## src/rtl/uart_prog_loader.sv

```systemverilog
// UART program loader: receives a little-endian word count followed by that many
// little-endian words over UART and writes them into the instruction ROM while holding the core.
module uart_prog_loader #(
    parameter int unsigned DW       = 32,
    parameter int unsigned ADDR_BIT = 32,
    parameter int unsigned DEPTH    = 4096,
    parameter int unsigned BAUD_DIV = 434
) (
    input  logic                clk,
    input  logic                rst,
    input  logic                uart_rx_i,
    input  logic                load_req_i,
    output logic                wmem_en_o,
    output logic [ADDR_BIT-1:0] wmem_addr_o,
    output logic [DW-1:0]       wmem_data_o,
    output logic                core_hold_o,
    output logic                load_done_o,
    output logic                err_o,
    output logic [ADDR_BIT-1:0] word_cnt_o
);

    localparam int unsigned BPW  = DW / 8;
    localparam int unsigned BCW  = (BPW > 1) ? $clog2(BPW) : 1;
    localparam int unsigned CNTW = $clog2(BAUD_DIV);
    localparam int unsigned HALF = BAUD_DIV / 2;
    localparam int unsigned CW   = ((DW > ADDR_BIT) ? DW : ADDR_BIT) + 1;

    typedef enum logic [1:0] {RX_IDLE, RX_START, RX_DATA, RX_STOP} rx_state_e;
    typedef enum logic [2:0] {S_IDLE, S_HDR, S_DATA, S_DONE, S_ERR} ld_state_e;

    logic                rx_s1_q, rx_s2_q, rx_prev_q;
    rx_state_e           rx_state_q, rx_state_d;
    logic [CNTW-1:0]     baud_q, baud_d;
    logic [2:0]          bit_q, bit_d;
    logic [7:0]          shift_q, shift_d;
    logic                byte_valid_q, byte_valid_d;
    logic                frame_err_q, frame_err_d;

    ld_state_e           state_q, state_d;
    logic [BCW-1:0]      byte_cnt_q, byte_cnt_d;
    logic [DW-1:0]       asm_q, asm_d;
    logic [DW-1:0]       n_q, n_d;
    logic [ADDR_BIT-1:0] word_cnt_q, word_cnt_d;
    logic                wmem_en_q, wmem_en_d;
    logic [ADDR_BIT-1:0] wmem_addr_q, wmem_addr_d;
    logic [DW-1:0]       wmem_data_q, wmem_data_d;
    logic                hold_q, hold_d;
    logic                done_q, done_d;
    logic                err_q, err_d;

    // UART receiver: falling edge starts a frame, mid-bit sampling thereafter
    always_comb begin
        rx_state_d   = rx_state_q;
        baud_d       = baud_q;
        bit_d        = bit_q;
        shift_d      = shift_q;
        byte_valid_d = 1'b0;
        frame_err_d  = 1'b0;
        case (rx_state_q)
            RX_IDLE: begin
                if (rx_prev_q && !rx_s2_q) begin
                    rx_state_d = RX_START;
                    baud_d     = '0;
                end
            end
            RX_START: begin
                if (baud_q == CNTW'(HALF - 1)) begin
                    baud_d = '0;
                    bit_d  = '0;
                    rx_state_d = rx_s2_q ? RX_IDLE : RX_DATA;
                end else begin
                    baud_d = baud_q + CNTW'(1);
                end
            end
            RX_DATA: begin
                if (baud_q == CNTW'(BAUD_DIV - 1)) begin
                    baud_d  = '0;
                    shift_d = {rx_s2_q, shift_q[7:1]};
                    bit_d   = bit_q + 3'd1;
                    if (bit_q == 3'd7) rx_state_d = RX_STOP;
                end else begin
                    baud_d = baud_q + CNTW'(1);
                end
            end
            RX_STOP: begin
                if (baud_q == CNTW'(BAUD_DIV - 1)) begin
                    baud_d       = '0;
                    rx_state_d   = RX_IDLE;
                    byte_valid_d = rx_s2_q;
                    frame_err_d  = !rx_s2_q;
                end else begin
                    baud_d = baud_q + CNTW'(1);
                end
            end
            default: rx_state_d = RX_IDLE;
        endcase
    end

    // Loader FSM: header word count, then word assembly and ROM writes
    always_comb begin
        state_d     = state_q;
        byte_cnt_d  = byte_cnt_q;
        asm_d       = asm_q;
        n_d         = n_q;
        word_cnt_d  = word_cnt_q;
        wmem_en_d   = 1'b0;
        wmem_addr_d = wmem_addr_q;
        wmem_data_d = wmem_data_q;
        err_d       = err_q;
        case (state_q)
            S_IDLE: begin
                if (load_req_i) begin
                    state_d    = S_HDR;
                    word_cnt_d = '0;
                    err_d      = 1'b0;
                    byte_cnt_d = '0;
                    asm_d      = '0;
                end
            end
            S_HDR: begin
                if (frame_err_q) begin
                    state_d = S_ERR;
                end else if (byte_valid_q) begin
                    asm_d = (asm_q >> 8) | (DW'(shift_q) << (DW - 8));
                    if (byte_cnt_q == BCW'(BPW - 1)) begin
                        byte_cnt_d = '0;
                        n_d        = asm_d;
                        if (CW'(asm_d) > CW'(DEPTH))  state_d = S_ERR;
                        else if (asm_d == '0)         state_d = S_DONE;
                        else                          state_d = S_DATA;
                    end else begin
                        byte_cnt_d = byte_cnt_q + BCW'(1);
                    end
                end
            end
            S_DATA: begin
                // word_cnt_q reaches N only in the cycle of the final strobe
                if (CW'(word_cnt_q) == CW'(n_q)) begin
                    state_d = S_DONE;
                end else if (frame_err_q) begin
                    state_d = S_ERR;
                end else if (byte_valid_q) begin
                    asm_d = (asm_q >> 8) | (DW'(shift_q) << (DW - 8));
                    if (byte_cnt_q == BCW'(BPW - 1)) begin
                        byte_cnt_d  = '0;
                        wmem_en_d   = 1'b1;
                        wmem_data_d = asm_d;
                        wmem_addr_d = word_cnt_q * ADDR_BIT'(BPW);
                        word_cnt_d  = word_cnt_q + ADDR_BIT'(1);
                    end else begin
                        byte_cnt_d = byte_cnt_q + BCW'(1);
                    end
                end
            end
            S_DONE:  state_d = S_IDLE;
            S_ERR:   state_d = S_IDLE;
            default: state_d = S_IDLE;
        endcase
        hold_d = (state_d == S_HDR) || (state_d == S_DATA);
        done_d = (state_d == S_DONE);
        if (state_d == S_ERR) err_d = 1'b1;
    end

    always_ff @(posedge clk or negedge rst) begin
        if (!rst) begin
            rx_s1_q      <= 1'b1;
            rx_s2_q      <= 1'b1;
            rx_prev_q    <= 1'b1;
            rx_state_q   <= RX_IDLE;
            baud_q       <= '0;
            bit_q        <= '0;
            shift_q      <= '0;
            byte_valid_q <= 1'b0;
            frame_err_q  <= 1'b0;
            state_q      <= S_IDLE;
            byte_cnt_q   <= '0;
            asm_q        <= '0;
            n_q          <= '0;
            word_cnt_q   <= '0;
            wmem_en_q    <= 1'b0;
            wmem_addr_q  <= '0;
            wmem_data_q  <= '0;
            hold_q       <= 1'b0;
            done_q       <= 1'b0;
            err_q        <= 1'b0;
        end else begin
            rx_s1_q      <= uart_rx_i;
            rx_s2_q      <= rx_s1_q;
            rx_prev_q    <= rx_s2_q;
            rx_state_q   <= rx_state_d;
            baud_q       <= baud_d;
            bit_q        <= bit_d;
            shift_q      <= shift_d;
            byte_valid_q <= byte_valid_d;
            frame_err_q  <= frame_err_d;
            state_q      <= state_d;
            byte_cnt_q   <= byte_cnt_d;
            asm_q        <= asm_d;
            n_q          <= n_d;
            word_cnt_q   <= word_cnt_d;
            wmem_en_q    <= wmem_en_d;
            wmem_addr_q  <= wmem_addr_d;
            wmem_data_q  <= wmem_data_d;
            hold_q       <= hold_d;
            done_q       <= done_d;
            err_q        <= err_d;
        end
    end

    assign wmem_en_o   = wmem_en_q;
    assign wmem_addr_o = wmem_addr_q;
    assign wmem_data_o = wmem_data_q;
    assign core_hold_o = hold_q;
    assign load_done_o = done_q;
    assign err_o       = err_q;
    assign word_cnt_o  = word_cnt_q;

endmodule

```

## config.mk

```make
export PLATFORM = sky130hd
export DESIGN_NAME = uart_prog_loader
export DESIGN_NICKNAME = d
export VERILOG_FILES = /design/src/rtl/uart_prog_loader.sv
export SDC_FILE = /design/constraint.sdc
export NUM_CORES = 1
export LEC_CHECK = 0
export CORE_ASPECT_RATIO = 1.25
export CORE_MARGIN = 10
export CORE_UTILIZATION = 45
export CTS_CLUSTER_DIAMETER = 150
export DETAILED_ROUTE_END_ITERATION = 7
export PLACE_DENSITY = 0.72
export SLEW_MARGIN = 40
export SYNTH_ARGS = -nofsm -noshare
export SYNTH_HDL_FRONTEND = slang
export SYNTH_SLANG_ARGS = --single-unit
```

## constraint.sdc

```tcl
create_clock -name clk -period 3.6 [get_ports clk]
set_clock_uncertainty 0.05 [all_clocks]
set_input_delay 0.72 -clock clk [delete_from_list [all_inputs] [get_ports clk]]
set_output_delay 0.72 -clock clk [all_outputs]
set_load 0.01 [all_outputs]
```

==> results.py <==
metrics = {
    "place": {
        "post_dp_cell_area_mm2": 0.00968,
        "dp_hpwl_mm": 14.6,
        "gp_congestion": 0.844,
        "io_buffers": 101,
    },
    "global_routing": {
        "grt_pass1_vias": 6386,
        "grt_max_degree": 92,
        "track_usage_pct": 17.6,
        "antenna_found_initial": 0,
        "grt_pass1_wl_mm": 35.1,
        "overflow": 0,
    },
    "timing": {
        "max_freq_ghz": 0.371,
        "finalCritPeriodShare_pct": 74.9,
        "period_needed_ns": 2.70,
        "slew-limit-headroom_pct": 51.9,
        "hold_viol": 0,
        "tns_ns": 0,
        "grt_setup_unrepaired": "false",
        "worst_pin_slew_ns": 0.712,
        "finalSetupViolCount": 0,
        "timing.hold.ws_ns": 0.231,
        "slew_viol_final": 0,
    },
    "min_path": {
        "hold_path_class": "primary input to asynchronous set/reset pin",
    },
    "setup_path": {
        "crit_fanout": 15,
        "cpPeakStageDelay_ns": 0.66,
        "start_kind": "register",
        "crit_path_frequent_cell": "nand4_1",
        "worstPathRequired_ns": 3.91,
        "crit_path_start": "word_cnt_o[6]$_DFFE_PN0P_",
        "reg2reg_from": "word_cnt_o[6]$_DFFE_PN0P_",
        "reg2reg_to": "word_cnt_o[29]$_DFFE_PN0P_",
        "crit_chain": "nand4_1 -> nor2_1 -> nand4_1 -> or4_1 -> a21oi_1",
        "cp.arrival_ns": 3.00,
        "cpMaxStageDelayCell": "or4_1",
        "rrSetupSlack_ns": 0.90,
        "critPathKind": "register to register",
        "cp-end-kind": "register",
        "setup.worst_path.end": "word_cnt_o[29]$_DFFE_PN0P_",
        "reg2reg_depth": 5,
    },
    "floorplan": {
        "initial_core_util_pct": 45.6,
        "dieHeight_um": 174,
        "pin_count": 104,
        "rows": 56,
        "fp.dieW_um": 143,
        "core-area_mm2": 0.0186,
        "dieArea_mm2": 0.0248,
    },
    "synth": {
        "ys_ff_latch": 186,
        "ys_types": 60,
        "synth_top_cell_area_share_pct": 53.9,
        "seq_area_frac_synth_pct": 54.8,
        "synth_area_mm2": 0.00850,
        "synth-edff-count": 0,
        "synth_area_leader_cell": "dfrtp_1",
        "synthCells": 828,
        "async_flop_share_pct": 100,
        "synthFlopType": "dfrtp_1",
        "yosys_warnings": 0,
        "syn_area_per_cell_um2": 10.3,
        "yosys-top-cells-area": "dfrtp_1, nand2_1, mux2_2",
    },
    "job": {
        "max_cap_violations": 0,
    },
    "power": {
        "p_leak_nw": 4.73,
        "irDropWorstVdd_v": 0.000321,
        "power_density_mw_per_mm2": 423,
    },
    "cells_and_area": {
        "stdcell_area_mm2": 0.0103,
        "mostFrequentLayoutCell": "nand2_1",
        "diodes": 0,
        "fillers": 1621,
        "final_cell_mix": "nand2_1, dfrtp_1, clkdlybuf4s50_1",
        "layout-drive-gt1-share_pct": 11.8,
        "fin_util_pct": 55.2,
        "nets": 927,
        "syn2layout_area_growth_pct": 21.1,
    },
    "routing": {
        "dr.pass1.iters": 5,
        "totalWireLength_mm": 21.2,
        "vias": 6395,
        "viasPerCell": 5.51,
        "drt_iter0_markers": 510,
        "ant_nets": 0,
        "wire_per_inst_um": 18.3,
        "post-route-drc-count": 0,
    },
    "clock_tree": {
        "cts_setup_buffers": 0,
        "cts_inserted_buffers": 17,
        "ctsRootBufferMaster": "clkbuf_16",
        "clkTransAtPathRegs_ns": 0.07,
        "cts_resized": 0,
        "cts_hold_buf": 0,
        "cts-htree-levels": 4,
        "worstSkewPairLatency_ns": 0.43,
        "cts_sinks": 186,
        "cts_buffer_depth": 2,
        "cts_tree": "yes",
    },
    "run_status": {
        "status": "finished clean",
    },
}
==> layout make-up <==
cell class	instances	area [µm²]	share of cell area, %
clock buffers	18	429	4.17
clock inverters	14	171	1.67
inverters	14	55.1	0.535
multi-input cells	583	3530	34.4
flip-flops and latches	186	4660	45.3
well taps	232	290	2.82
repair buffers	114	1150	11.2
==> logic make-up (layout without fill, tap and decap cells) <==
group / after synthesis / count (layout) / synth area share, %
compound gates: 127 / 127 / 10.5
xor+xnor: 33 / 33 / 3.67
fa+ha+maj: 7 / 7 / 1.03
buf+inv: 60 / 160 / 3.80
flops: 186 / 186 / 54.8
mux: 44 / 44 / 5.80
other cells: 1 / 2 / 0.0441
simple gates: 370 / 370 / 20.3
==> worst max-delay path: cells and delay by family, from the launching register on <==
family | cells | cell delay, ns
compound gates | 1 | 0.17
flops | 1 | 0.61
simple gates | 4 | 1.79
==> metrics by stage <==
stage	instances	total power [mW]	worst slack (ns)
global route	1161	4.53	0.700
global placement	1128	2.47	0.689
floorplan	829	2.38	1.26
detailed placement	1128	2.48	0.660
finish	1161	4.36	0.902
CTS	1160	4.39	0.870
==> worst min-delay path by stage <==
| stage | startpoint | end | slack, ns | cells past startpoint |
|---|---|---|---|---|
| 6_report | rst | wmem_data_o[19]$_DFFE_PN0P_ | 0.23 | 1 |
| 5_1_grt | rst | wmem_data_o[5]$_DFFE_PN0P_ | 0.28 | 1 |
| 4_1_cts | rst | wmem_data_o[19]$_DFFE_PN0P_ | 0.27 | 1 |
| 3_5_place_dp | rx_s1_q$_DFF_PN1_ | rx_s2_q$_DFF_PN1_ | 0.30 | 0 |
| 3_3_place_gp | rx_s1_q$_DFF_PN1_ | rx_s2_q$_DFF_PN1_ | 0.30 | 0 |
| 2_1_floorplan | rx_s1_q$_DFF_PN1_ | rx_s2_q$_DFF_PN1_ | 0.30 | 0 |
==> power by group <==
group / internal (mW) / total [mW] / leakage [nW] / switching [mW]
Sequential: 2.13 / 2.19 / 2.54 / 0.0624
Combinational: 0.0948 / 0.253 / 1.89 / 0.158
Clock: 1.10 / 1.91 / 0.292 / 0.816
Total: 3.32 / 4.36 / 4.73 / 1.04
==> cell usage after synthesis (all sizes together), types with 3 or more instances <==
cell type and n:
a21o 7, a21oi 28, a22o 27, a31oi 5, and2 3, and3 7, buf 29, clkbuf 17
dfrtp 183, dfstp 3, ha 7, inv 14, mux2 42, nand2 216, nand2b 5, nand3 25
nand4 21, nor2 26, nor2b 9, nor3 15, nor4 11, o21a 3, o21ai 29, o31ai 15
or3 5, or4 13, xnor2 33
==> metal layers <==
layer | GRT usage (%) | share of wire [%]
met1 | 23.0 | 44
met2 | 28.3 | 49
met3 | 3.87 | 5.4
met4 | 5.56 | 1.6
met5 | 0 | 0
==> state kept, by name, summed over array words and instances, names as in the netlist, 2 cells and up, named ones only <==
register	count
n_q	32
wmem_data_o	32
word_cnt_o	32
wmem_addr_o	30
asm_q	24
baud_q	9
shift_q	8
bit_q	3
state_q	3
byte_cnt_q	2
Note: power is estimated with default switching activity, not from simulation.
